File: config.mk
export PLATFORM = sky130hd
export DESIGN_NAME = instr_fetcher
export DESIGN_NICKNAME = d
export VERILOG_FILES = /design/src/rtl/states_pkg.sv /design/src/rtl/instr_cache.sv /design/src/rtl/instr_fetcher.sv
export SDC_FILE = /design/constraint.sdc
export NUM_CORES = 1
export LEC_CHECK = 0
export CORE_ASPECT_RATIO = 1.25
export CORE_MARGIN = 2
export CORE_UTILIZATION = 38
export CTS_CLUSTER_DIAMETER = 30
export CTS_CLUSTER_SIZE = 10
export DETAILED_ROUTE_END_ITERATION = 6
export PLACE_DENSITY = 0.79
export RECOVER_POWER = 25
export REMOVE_ABC_BUFFERS = 1
export SLEW_MARGIN = 25
export SYNTH_ARGS = -nofsm -noshare
export SYNTH_HDL_FRONTEND = slang
export SYNTH_SLANG_ARGS = --single-unit
File: constraint.sdc
create_clock -name clk -period 1.6 [get_ports clk]
set_input_delay 0.16 -clock clk [delete_from_list [all_inputs] [get_ports clk]]
set_output_delay 0.16 -clock clk [all_outputs]
set_load 0.02 [all_outputs]
File: src/rtl/states_pkg.sv
// ============================================================================
// Module      : states_pkg
// Description : Shared scheduler/fetcher state encodings and fetch defaults.
// Revision    : 1.0
// ============================================================================
`default_nettype none

package states_pkg;

  typedef enum logic [2:0] {
    CORE_IDLE = 3'd0,
    FETCH     = 3'd1,
    DECODE    = 3'd2,
    REQUEST   = 3'd3,
    WAIT      = 3'd4,
    EXECUTE   = 3'd5,
    UPDATE    = 3'd6,
    CORE_DONE = 3'd7
  } core_state_t;

  typedef enum logic [2:0] {
    FETCH_IDLE = 3'd0,
    FETCHING   = 3'd1,
    FETCHED    = 3'd2
  } fetcher_state_t;

  localparam int unsigned INSTR_CACHE_LINES_DEFAULT = 8;

endpackage : states_pkg

`default_nettype wire

File: src/rtl/instr_cache.sv
// ============================================================================
// Module      : instr_cache
// Description : Direct-mapped instruction buffer; built only with INSTR_CACHE_EN.
// Revision    : 1.0
// ============================================================================
`default_nettype none

`ifdef INSTR_CACHE_EN
module instr_cache
  import states_pkg::*;
#(
  parameter int unsigned ADDR_BITS = 8,
  parameter int unsigned DATA_BITS = 16,
  parameter int unsigned LINES     = INSTR_CACHE_LINES_DEFAULT
) (
  input  logic                 clk,
  input  logic                 reset,
  input  logic [ADDR_BITS-1:0] lookup_pc_i,
  output logic                 lookup_hit_o,
  output logic [DATA_BITS-1:0] lookup_data_o,
  input  logic                 fill_valid_i,
  input  logic [ADDR_BITS-1:0] fill_pc_i,
  input  logic [DATA_BITS-1:0] fill_data_i,
  input  logic                 flush_i
);

  localparam int unsigned IDX_BITS = $clog2(LINES);
  localparam int unsigned TAG_BITS = ADDR_BITS - IDX_BITS;

  logic [LINES-1:0]     valid_q;
  logic [TAG_BITS-1:0]  tag_q  [LINES];
  logic [DATA_BITS-1:0] data_q [LINES];

  logic [IDX_BITS-1:0]  w_lookup_idx;
  logic [TAG_BITS-1:0]  w_lookup_tag;
  logic [IDX_BITS-1:0]  w_fill_idx;
  logic [TAG_BITS-1:0]  w_fill_tag;

  assign w_lookup_idx = lookup_pc_i[IDX_BITS-1:0];
  assign w_lookup_tag = lookup_pc_i[ADDR_BITS-1:IDX_BITS];
  assign w_fill_idx   = fill_pc_i[IDX_BITS-1:0];
  assign w_fill_tag   = fill_pc_i[ADDR_BITS-1:IDX_BITS];

  // A flush in the lookup cycle forces a miss so no stale line is returned.
  assign lookup_hit_o  = valid_q[w_lookup_idx] && (tag_q[w_lookup_idx] == w_lookup_tag) && !flush_i;
  assign lookup_data_o = data_q[w_lookup_idx];

  always_ff @(posedge clk) begin
    if (reset) begin
      valid_q <= '0;
    end else if (flush_i) begin
      valid_q <= '0;
    end else if (fill_valid_i) begin
      valid_q[w_fill_idx] <= 1'b1;
    end
  end

  always_ff @(posedge clk) begin
    if (fill_valid_i && !flush_i) begin
      tag_q[w_fill_idx]  <= w_fill_tag;
      data_q[w_fill_idx] <= fill_data_i;
    end
  end

endmodule : instr_cache
`endif

`default_nettype wire

File: src/rtl/instr_fetcher.sv
// ============================================================================
// Module      : instr_fetcher
// Description : Per-core instruction fetch stage; optional buffer via INSTR_CACHE_EN.
// Revision    : 1.0
// ============================================================================
`default_nettype none

module instr_fetcher
  import states_pkg::*;
#(
  parameter int unsigned PROGRAM_MEM_ADDR_BITS = 8,
  parameter int unsigned PROGRAM_MEM_DATA_BITS = 16,
  parameter int unsigned CACHE_LINES           = INSTR_CACHE_LINES_DEFAULT
) (
  input  logic                             clk,
  input  logic                             reset,
  input  logic [2:0]                       core_state,
  input  logic [PROGRAM_MEM_ADDR_BITS-1:0] current_pc,
  input  logic                             cache_flush,
  output logic                             mem_read_valid,
  output logic [PROGRAM_MEM_ADDR_BITS-1:0] mem_read_address,
  input  logic                             mem_read_ready,
  input  logic [PROGRAM_MEM_DATA_BITS-1:0] mem_read_data,
  output logic [2:0]                       fetcher_state,
  output logic [PROGRAM_MEM_DATA_BITS-1:0] instruction
);

  fetcher_state_t                   state_q, state_d;
  logic                             valid_q, valid_d;
  logic [PROGRAM_MEM_ADDR_BITS-1:0] addr_q,  addr_d;
  logic [PROGRAM_MEM_DATA_BITS-1:0] instr_q, instr_d;

  core_state_t                      w_core;
  logic                             w_hit;
  logic [PROGRAM_MEM_DATA_BITS-1:0] w_hit_data;
  logic                             w_fill;

  assign w_core = core_state_t'(core_state);

`ifdef INSTR_CACHE_EN
  instr_cache #(
    .ADDR_BITS (PROGRAM_MEM_ADDR_BITS),
    .DATA_BITS (PROGRAM_MEM_DATA_BITS),
    .LINES     (CACHE_LINES)
  ) u_instr_cache (
    .clk           (clk),
    .reset         (reset),
    .lookup_pc_i   (current_pc),
    .lookup_hit_o  (w_hit),
    .lookup_data_o (w_hit_data),
    .fill_valid_i  (w_fill),
    .fill_pc_i     (addr_q),
    .fill_data_i   (mem_read_data),
    .flush_i       (cache_flush)
  );
`else
  logic unused_nocache;
  assign w_hit          = 1'b0;
  assign w_hit_data     = '0;
  assign unused_nocache = ^{cache_flush, w_fill, CACHE_LINES[0]};
`endif

  always_comb begin
    state_d = state_q;
    valid_d = valid_q;
    addr_d  = addr_q;
    instr_d = instr_q;
    w_fill  = 1'b0;
    unique case (state_q)
      FETCH_IDLE: begin
        if (w_core == FETCH) begin
          if (w_hit) begin
            instr_d = w_hit_data;
            state_d = FETCHED;
          end else begin
            valid_d = 1'b1;
            addr_d  = current_pc;
            state_d = FETCHING;
          end
        end
      end
      FETCHING: begin
        // The request runs to completion regardless of the scheduler state.
        if (mem_read_ready) begin
          instr_d = mem_read_data;
          valid_d = 1'b0;
          w_fill  = 1'b1;
          state_d = FETCHED;
        end
      end
      FETCHED: begin
        if (w_core == DECODE) begin
          state_d = FETCH_IDLE;
        end
      end
      default: begin
        valid_d = 1'b0;
        state_d = FETCH_IDLE;
      end
    endcase
  end

  always_ff @(posedge clk) begin
    if (reset) begin
      state_q <= FETCH_IDLE;
      valid_q <= 1'b0;
      addr_q  <= '0;
      instr_q <= '0;
    end else begin
      state_q <= state_d;
      valid_q <= valid_d;
      addr_q  <= addr_d;
      instr_q <= instr_d;
    end
  end

  assign mem_read_valid   = valid_q;
  assign mem_read_address = addr_q;
  assign fetcher_state    = state_q;
  assign instruction      = instr_q;

endmodule : instr_fetcher

`default_nettype wire

* Word level (Yosys, flattened, before mapping) *
Cells that the tools add are included.

storage, ports and cells
  flip-flop bits (word level) = 28
  input port bits = 31
  logic and storage cells = 24
  output and inout bits = 28

operators by class
  multiplexer cells = 7
  bitwise gates (word level) = 1
  reduce and logical (&&, ||, !) cells = 5
  equal/unequal tests = 7

operators by type and width
  operator                                              number
  2-to-1 mux 3 bit                                      3
  one-hot mux 3 bit (3 select lines)                    1
  equality test 3 x 1 -> 1 bit (second input constant)  2
  equality test 3 x 2 -> 1 bit (second input constant)  2
  inequality test 2 bit (second input constant)         3
  AND reduction 3 bit                                   2
  AND reduction 2 bit                                   2
  logical NOT 3 bit                                     1
  one-hot mux 1 bit (3 select lines)                    1
  2-to-1 mux 1 bit                                      2
  inverter 1 bit                                        1

* Longest topological paths before layout *
Gate-level depths: netlist of the first run.

  depth in word-level cells = 3
  gate-level depth with buffers = 5

* Worst setup path after synthesis of the first run *
OpenSTA, ideal clock, no wires.

  path kind = flip-flop to flip-flop
  from = reg state_q[1], in the netlist fetcher_state[1]
  to = reg addr_q[0], in the netlist mem_read_address[0]
  data arrival time = 1.235 ns
  buffers on the path = 0
  setup time = 0.072 ns
  period minus slack after synthesis = 1.307 ns
  path slack = 0.293 ns
  cell stages (with the launch flop) = 3
  required time = 1.528 ns
  cells stage by stage = dfxtp_1 > nor4_4 > mux2i_1

between the ends
  longest elaborated chain between the ends = 2

ends and longest elaborated chain
  item                           RTL line              RTL
  start, declared                instr_fetcher.sv:28   fetcher_state_t state_q, state_d;
  start signal, assigned         instr_fetcher.sv:110  state_q <= state_d;
  logical NOT 3 bit              instr_fetcher.sv:69   unique case (state_q)
  AND reduction 2 bit (no line)  -
  end signal, assigned           instr_fetcher.sv:112  addr_q <= addr_d;
  end, declared                  instr_fetcher.sv:30   logic [PROGRAM_MEM_ADDR_BITS-1:0] addr_q, addr_d;

Every way passes these cells.
A chain may end at the register's enable or synchronous reset.

* Final worst setup path of the first run *
  from = reg addr_q[2], in the netlist mem_read_address[2]
  to = out mem_read_address[2]

RTL lines
  item           RTL line             RTL
  end, declared  instr_fetcher.sv:21  output logic [PROGRAM_MEM_ADDR_BITS-1:0] mem_read_address,

No word-level cell between the ends.

==> results of run 1 <==
[power by group through the flow]
stage / registers (uW) / logic [uW] / clock network (uW)
6_report: 699 / 196 / 295
5_1_grt: 703 / 211 / 332
3_5_place_dp: 714 / 199 / 0
4_1_cts: 700 / 200 / 306
2_1_floorplan: 734 / 46.9 / 0
3_3_place_gp: 714 / 195 / 0
[path summary, 6_finish.rpt]
path / from / end / slack [ns]
worst min register to register: instruction[7] / instruction[7] / 0.46
worst max-delay path: mem_read_address[2] / mem_read_address[2] / 0.12
worst min-delay path: mem_read_data[9] / instruction[9] / 0.37
worst max register to register: fetcher_state[0] / fetcher_state[0] / 0.31
[repair_timing]
item / in CTS / in global routing
endpoints found under the setup margin: 1 / 1
gates resized for setup: 1 / 1
hold endpoints to repair: 0 / 0
[placed cells by master, fill, tap and decap left out, drive strengths merged, types with 2 or more instances in the layout]
master / count
clkbuf: 5
mux2i: 8
a21oi: 18
nand2b: 17
buf: 2
dfxtp: 27
nand2: 33
clkdlybuf4s50: 54
[layout make-up]
cell class / instances / area (sq um) / share of cell area (%)
clock inverters: 1 / 7.51 / 0.442
well taps: 34 / 42.5 / 2.50
multi-input cells: 87 / 499 / 29.4
flip-flops and latches: 27 / 541 / 31.8
repair buffers: 60 / 587 / 34.5
clock buffers: 3 / 22.5 / 1.33
[per-layer routing]
metal | vias to the layer above | share of wire, % | global-route usage (%)
met4 | 0 | 2.1 | 7.57
met1 | 440 | 39 | 17.3
met2 | 42 | 51 | 30.1
met5 | - | 0 | 0
li1 | 504 | - | -
met3 | 6 | 8.4 | 3.79
[cells by family (layout without fill, tap and decap cells)]
family                 after synthesis  after routing  synth area share, %
AOI/OAI and AO/OA                   21             21                 10.5
other                                1              1                0.349
DFF                                 27             27                 50.3
and+or+nand+nor                     57             57                 28.2
muxes                                8              8                 7.46
buffers and inverters                7             64                 3.15
[per-stage QoR]
step / instances / hold slack (ns) / total power (uW)
floorplan: 114 / 0.229 / 781
global route: 212 / 0.370 / 1250
CTS: 212 / 0.365 / 1210
detailed placement: 208 / 0.448 / 913
finish: 212 / 0.370 / 1190
global placement: 208 / 0.442 / 908
[flip-flops by register name (all words and copies together), names as in the netlist]
signal,count
fetcher_state,2
instruction,16
mem_read_address,8
mem_read_valid,1
[worst register-to-register path: stages, from the launching register on]
cell and delay [ns]:
dfxtp_1 0.37, nand2b_4 0.16, or4_1 0.45, a211oi_1 0.23
==> results.py, run 1 <==
metrics = {
    "place": {
        "dpl.hpwl_um": 1880,
        "port_buffers": 56,
        "gp_congestion": 0.680,
        "placed_area_sq_um": 1670,
        "pre_cts_ws_ns": 0.0423,
    },
    "floorplanning": {
        "die_w_um": 51.5,
        "io_pins": 59,
        "initial_utilization_pct": 40.1,
        "die_y_um": 63.4,
        "coreArea_sq_um": 2680,
        "die_area_sq_um": 3270,
        "num_rows": 21,
    },
    "clock_network": {
        "clockBufferDepth": 2,
        "postCtsSetupRepairBufs": 0,
        "insertion_delay_ns": 0.32,
        "cts_buffers": 3,
        "cts_hold_buf": 0,
        "cts_tree": "built",
        "numClockSinks": 27,
        "clk_pin_slew_ns": 0.15,
        "cts_root_buf": "clkbuf_4",
        "cts-htree-levels": 1,
    },
    "critical_path": {
        "path_max_fanout": 2,
        "critPathLaunchType": "flip-flop",
        "cp_cell_sequence": "clkdlybuf4s50_1",
        "crit_arrival_ns": 1.32,
        "cp_top_family": "buffers and inverters",
        "crit_buf_inv": 1,
        "endpoint_kind": "primary output",
        "ff2ff_path_depth": 3,
        "cp_slowest_cell": "clkdlybuf4s50_1",
        "path_depth": 1,
        "crit_type": "reg -> out",
        "crit_required_ns": 1.44,
        "slowest_delay_ns": 0.61,
    },
    "timing": {
        "finalCritPeriodShare_pct": 92.2,
        "drv_slew": 0,
        "rsz0062_at_grt": "false",
        "hold_viol_final": 0,
        "skew_ns": 0.00794,
        "fin_tns_setup_ns": 0,
        "final.min_clock_period_ns": 1.48,
        "setup_violations": 0,
        "clock.fmax_ghz": 0.678,
        "setup_ws_ns": 0.124,
    },
    "min_path": {
        "hp-class": "in -> reg",
        "hold_path_depth": 3,
    },
    "synth": {
        "synthCells": 121,
        "synth_top_cell_area_share_pct": 50.3,
        "syn_avg_cell_area_sq_um": 8.87,
        "synth_area_leader_cell": "dfxtp_1",
        "synth_most_common_cell": "nand2_1",
        "synth_common_cells": "33 x nand2_1, 27 x dfxtp_1, 18 x a21oi_1, 16 x nand2b_1, 8 x mux2i_1",
        "synth_cell_types": 20,
        "synth-seq-cells": 27,
        "ys_async_sr_fraction_pct": 0,
        "synth.area.top_cells": "dfxtp_1 50%, nand2_1 12%, nand2b_1 9.3%",
        "synth_edf_count": 0,
        "yosys_warnings": 0,
        "seq_area_frac_synth_pct": 50.3,
        "synth_ff_type": "dfxtp_1",
        "netlist_area_sq_um": 1070,
    },
    "finish": {
        "drive_gt1_share_pct": 6.74,
        "nNetsFinal": 210,
        "area.growth.synth_to_final_pct": 58.3,
        "antenna_cells": 0,
        "fill_cells": 239,
        "final_util_pct": 63.4,
        "fin_area_sq_um": 1700,
    },
    "routing": {
        "num_vias": 992,
        "initialDrtViolationCount": 9,
        "finalWirelength_um": 2500,
        "viasPerCell": 4.68,
        "wire_per_inst_um": 11.8,
        "drcViolationCount": 0,
        "dr.pass1.iters": 4,
        "drtAntennaViolNets": 0,
    },
    "global_routing": {
        "grt_pass1_vias": 1014,
        "grt_pass1_wl_um": 4160,
        "gr-total-overflow": 0,
        "grt_max_degree": 36,
        "grt_use_total_pct": 16.5,
        "antenna_found_initial": 0,
    },
    "power_and_ir_drop": {
        "p_clk_share_pct": 24.8,
        "powerDensity_nw_per_um2": 700,
        "switching_share_pct": 24.1,
        "p_sw_uw": 287,
        "seqPwrFrac_pct": 58.8,
        "p_comb_share_pct": 16.5,
        "power_leakage_uw": 0.000599,
        "ir_worst_vdd_v": 0.000413,
        "internal-power_uw": 903,
    },
    "run": {
        "max_cap_viol_count": 0,
    },
    "outcome": {
        "status": "finished, final reports clean",
    },
}
Power figures use the tool's default switching activity.
==> inputs of run 2 (changes only) <==
- CORE_MARGIN: 2 -> 5
- clock period: 1.6 -> 1.65 ns (I/O delays scaled with it)
==> run 2 against run 1 <==
  * Combinational power shrank 5%
  * Sequential cell count is the same
  * Power shrank 4.0%
  * First-iteration DRC count grew 120%
  * Sequential share of layout area grew 0.31 points
  * Final area shrank 0.74%
  * Routed wire length grew 4.8%
  * Worst setup slack lost 0.038 ns
  * Largest cell class unchanged
==> results.py, run 2 (synthesis gave the netlist of run 1 again) <==
metrics = {
    "outcome": {
        "status": "finished, final reports clean",
    },
    "finish": {
        "final_cell_mix": "56 x clkdlybuf4s50_1, 33 x nand2_1, 26 x dfxtp_1, 18 x a21oi_1, 17 x nand2b_1",
        "largest_reg_flops": 16,
        "fill_cells": 227,
        "final_common_cell": "clkdlybuf4s50_1",
        "antenna_cells": 0,
        "register_area_sq_um": 542,
        "nNetsFinal": 210,
        "drive_gt1_share_pct": 5.62,
        "multi_input_area_sq_um": 492,
        "fin_area_sq_um": 1690,
        "area.growth.synth_to_final_pct": 57.1,
        "fin_cells": 212,
    },
    "clock_network": {
        "cts_buffers": 3,
        "cts_root_buf": "clkbuf_4",
        "clk_pin_slew_ns": 0.14,
        "postCtsSetupRepairBufs": 0,
        "cts-htree-levels": 1,
        "insertion_delay_ns": 0.31,
        "ctsResizeCount": 0,
        "clockBufferDepth": 2,
        "numClockSinks": 27,
        "cts_tree": "built",
        "cts_hold_buf": 0,
    },
    "timing": {
        "hold_viol_final": 0,
        "finalCritPeriodShare_pct": 94.7,
        "slew_headroom_pct": 62.2,
        "final.min_clock_period_ns": 1.56,
        "worst_pin_slew_ns": 0.567,
        "rsz0062_at_grt": "false",
        "clock.fmax_ghz": 0.640,
        "setup_violations": 0,
        "drv_slew": 0,
        "holdWs_ns": 0.385,
        "setup_ws_ns": 0.0866,
        "skew_ns": 0.000715,
        "fin_tns_setup_ns": 0,
    },
    "critical_path": {
        "cp_top_family": "buffers and inverters",
        "crit_buf_inv": 1,
        "crit_arrival_ns": 1.40,
        "critPathLaunch": "fetcher_state[0]",
        "ff2ff_path_depth": 4,
        "endpoint_kind": "primary output",
        "critPathLaunchType": "flip-flop",
        "crit_required_ns": 1.48,
        "rrSetupSlack_ns": 0.15,
        "path_depth": 1,
        "rr_startpoint": "fetcher_state[0]",
        "slowest_delay_ns": 0.64,
        "cp_cell_sequence": "clkdlybuf4s50_1",
        "path_max_fanout": 7,
        "crit_type": "reg -> out",
        "reg2reg_to": "mem_read_address[4]",
        "cp_slowest_cell": "clkdlybuf4s50_1",
        "cp-endpoint": "fetcher_state[0]",
    },
    "global_routing": {
        "grt_pass1_wl_um": 4460,
        "grt_pass1_vias": 1005,
        "gr-total-overflow": 0,
        "grt_max_degree": 36,
        "antenna_found_initial": 0,
        "grt_use_total_pct": 13.5,
    },
    "routing": {
        "viasPerCell": 4.58,
        "dr.pass1.iters": 3,
        "num_vias": 970,
        "drcViolationCount": 0,
        "finalWirelength_um": 2620,
        "initialDrtViolationCount": 20,
        "wire_per_inst_um": 12.4,
        "drtAntennaViolNets": 0,
    },
    "power_and_ir_drop": {
        "p_comb_share_pct": 16.4,
        "switching_share_pct": 23.3,
        "seqPwrFrac_pct": 59.5,
        "p_clk_share_pct": 24.2,
        "powerDensity_nw_per_um2": 677,
        "internal-power_uw": 876,
        "ir_worst_vdd_v": 0.000439,
        "power_leakage_uw": 0.000574,
        "p_sw_uw": 266,
    },
    "place": {
        "port_buffers": 56,
        "placed_area_sq_um": 1670,
        "gp_congestion": 0.761,
        "pre_cts_ws_ns": 0.101,
        "dpl.hpwl_um": 2030,
        "dpl.cell_count": 208,
    },
    "floorplanning": {
        "io_pins": 59,
        "coreArea_sq_um": 2710,
        "die_y_um": 69.4,
        "initial_utilization_pct": 39.7,
        "num_rows": 21,
        "die_area_sq_um": 3990,
        "die_w_um": 57.5,
    },
    "min_path": {
        "worstHoldStart": "mem_read_data[7]",
        "hp-class": "in -> reg",
    },
    "run": {
        "max_cap_viol_count": 0,
    },
}
==> run 2: cell count changes in the layout (fill, tap and decap cells not counted), sizes merged <==
cell / change
dlygate4sd2: -1
clkdlybuf4s50: +2
dlymetal6s2s: -1
clkinvlp: -1
clkbuf: +1
==> run 2: how the worst min path moves through the flow <==
stage                       to  slack, ns  cells past startpoint
2_1_floorplan   instruction[0]       0.23                      1
3_3_place_gp    instruction[1]       0.44                      2
3_5_place_dp   instruction[13]       0.45                      2
4_1_cts         instruction[1]       0.37                      3
5_1_grt        instruction[12]       0.37                      3
6_report        instruction[7]       0.39                      3
==> run 2: area by class of cell <==
type / instances / area share (%)
multi-input cells: 87 / 29.2
repair buffers: 60 / 34.6
flip-flops and latches: 27 / 32.1
clock buffers: 4 / 1.56
well taps: 34 / 2.52
==> run 2: metal layers <==
metal	track usage [%]	vias up	share of wire [%]
li1	-	505	-
met1	14.1	431	41
met2	25.1	34	50
met3	4.47	0	8.7
met4	3.09	0	0
met5	0	-	0
==> run 2: per-stage QoR <==
step                utilization [%]  power [uW]
finish                         62.3        1140
global route                   62.3        1200
CTS                            62.8        1160
detailed placement             61.8         885
global placement               61.8         881
floorplan                         -         757
==> run 2: worst reg2reg max path: cells and delay by family, from the launching register on <==
family,cells,cell delay (ns)
and+or+nand+nor,2,0.34
DFF,1,0.39
muxes,1,0.25
buffers and inverters,1,0.47
==> run 2: power groups by stage <==
| stage | Clock [uW] | Sequential [uW] | Combinational (uW) |
|---|---|---|---|
| after floorplan | 0 | 712 | 45.5 |
| after global placement | 0 | 692 | 189 |
| after detailed placement | 0 | 693 | 192 |
| after CTS | 286 | 679 | 193 |
| after global routing | 313 | 681 | 202 |
| final | 276 | 679 | 187 |
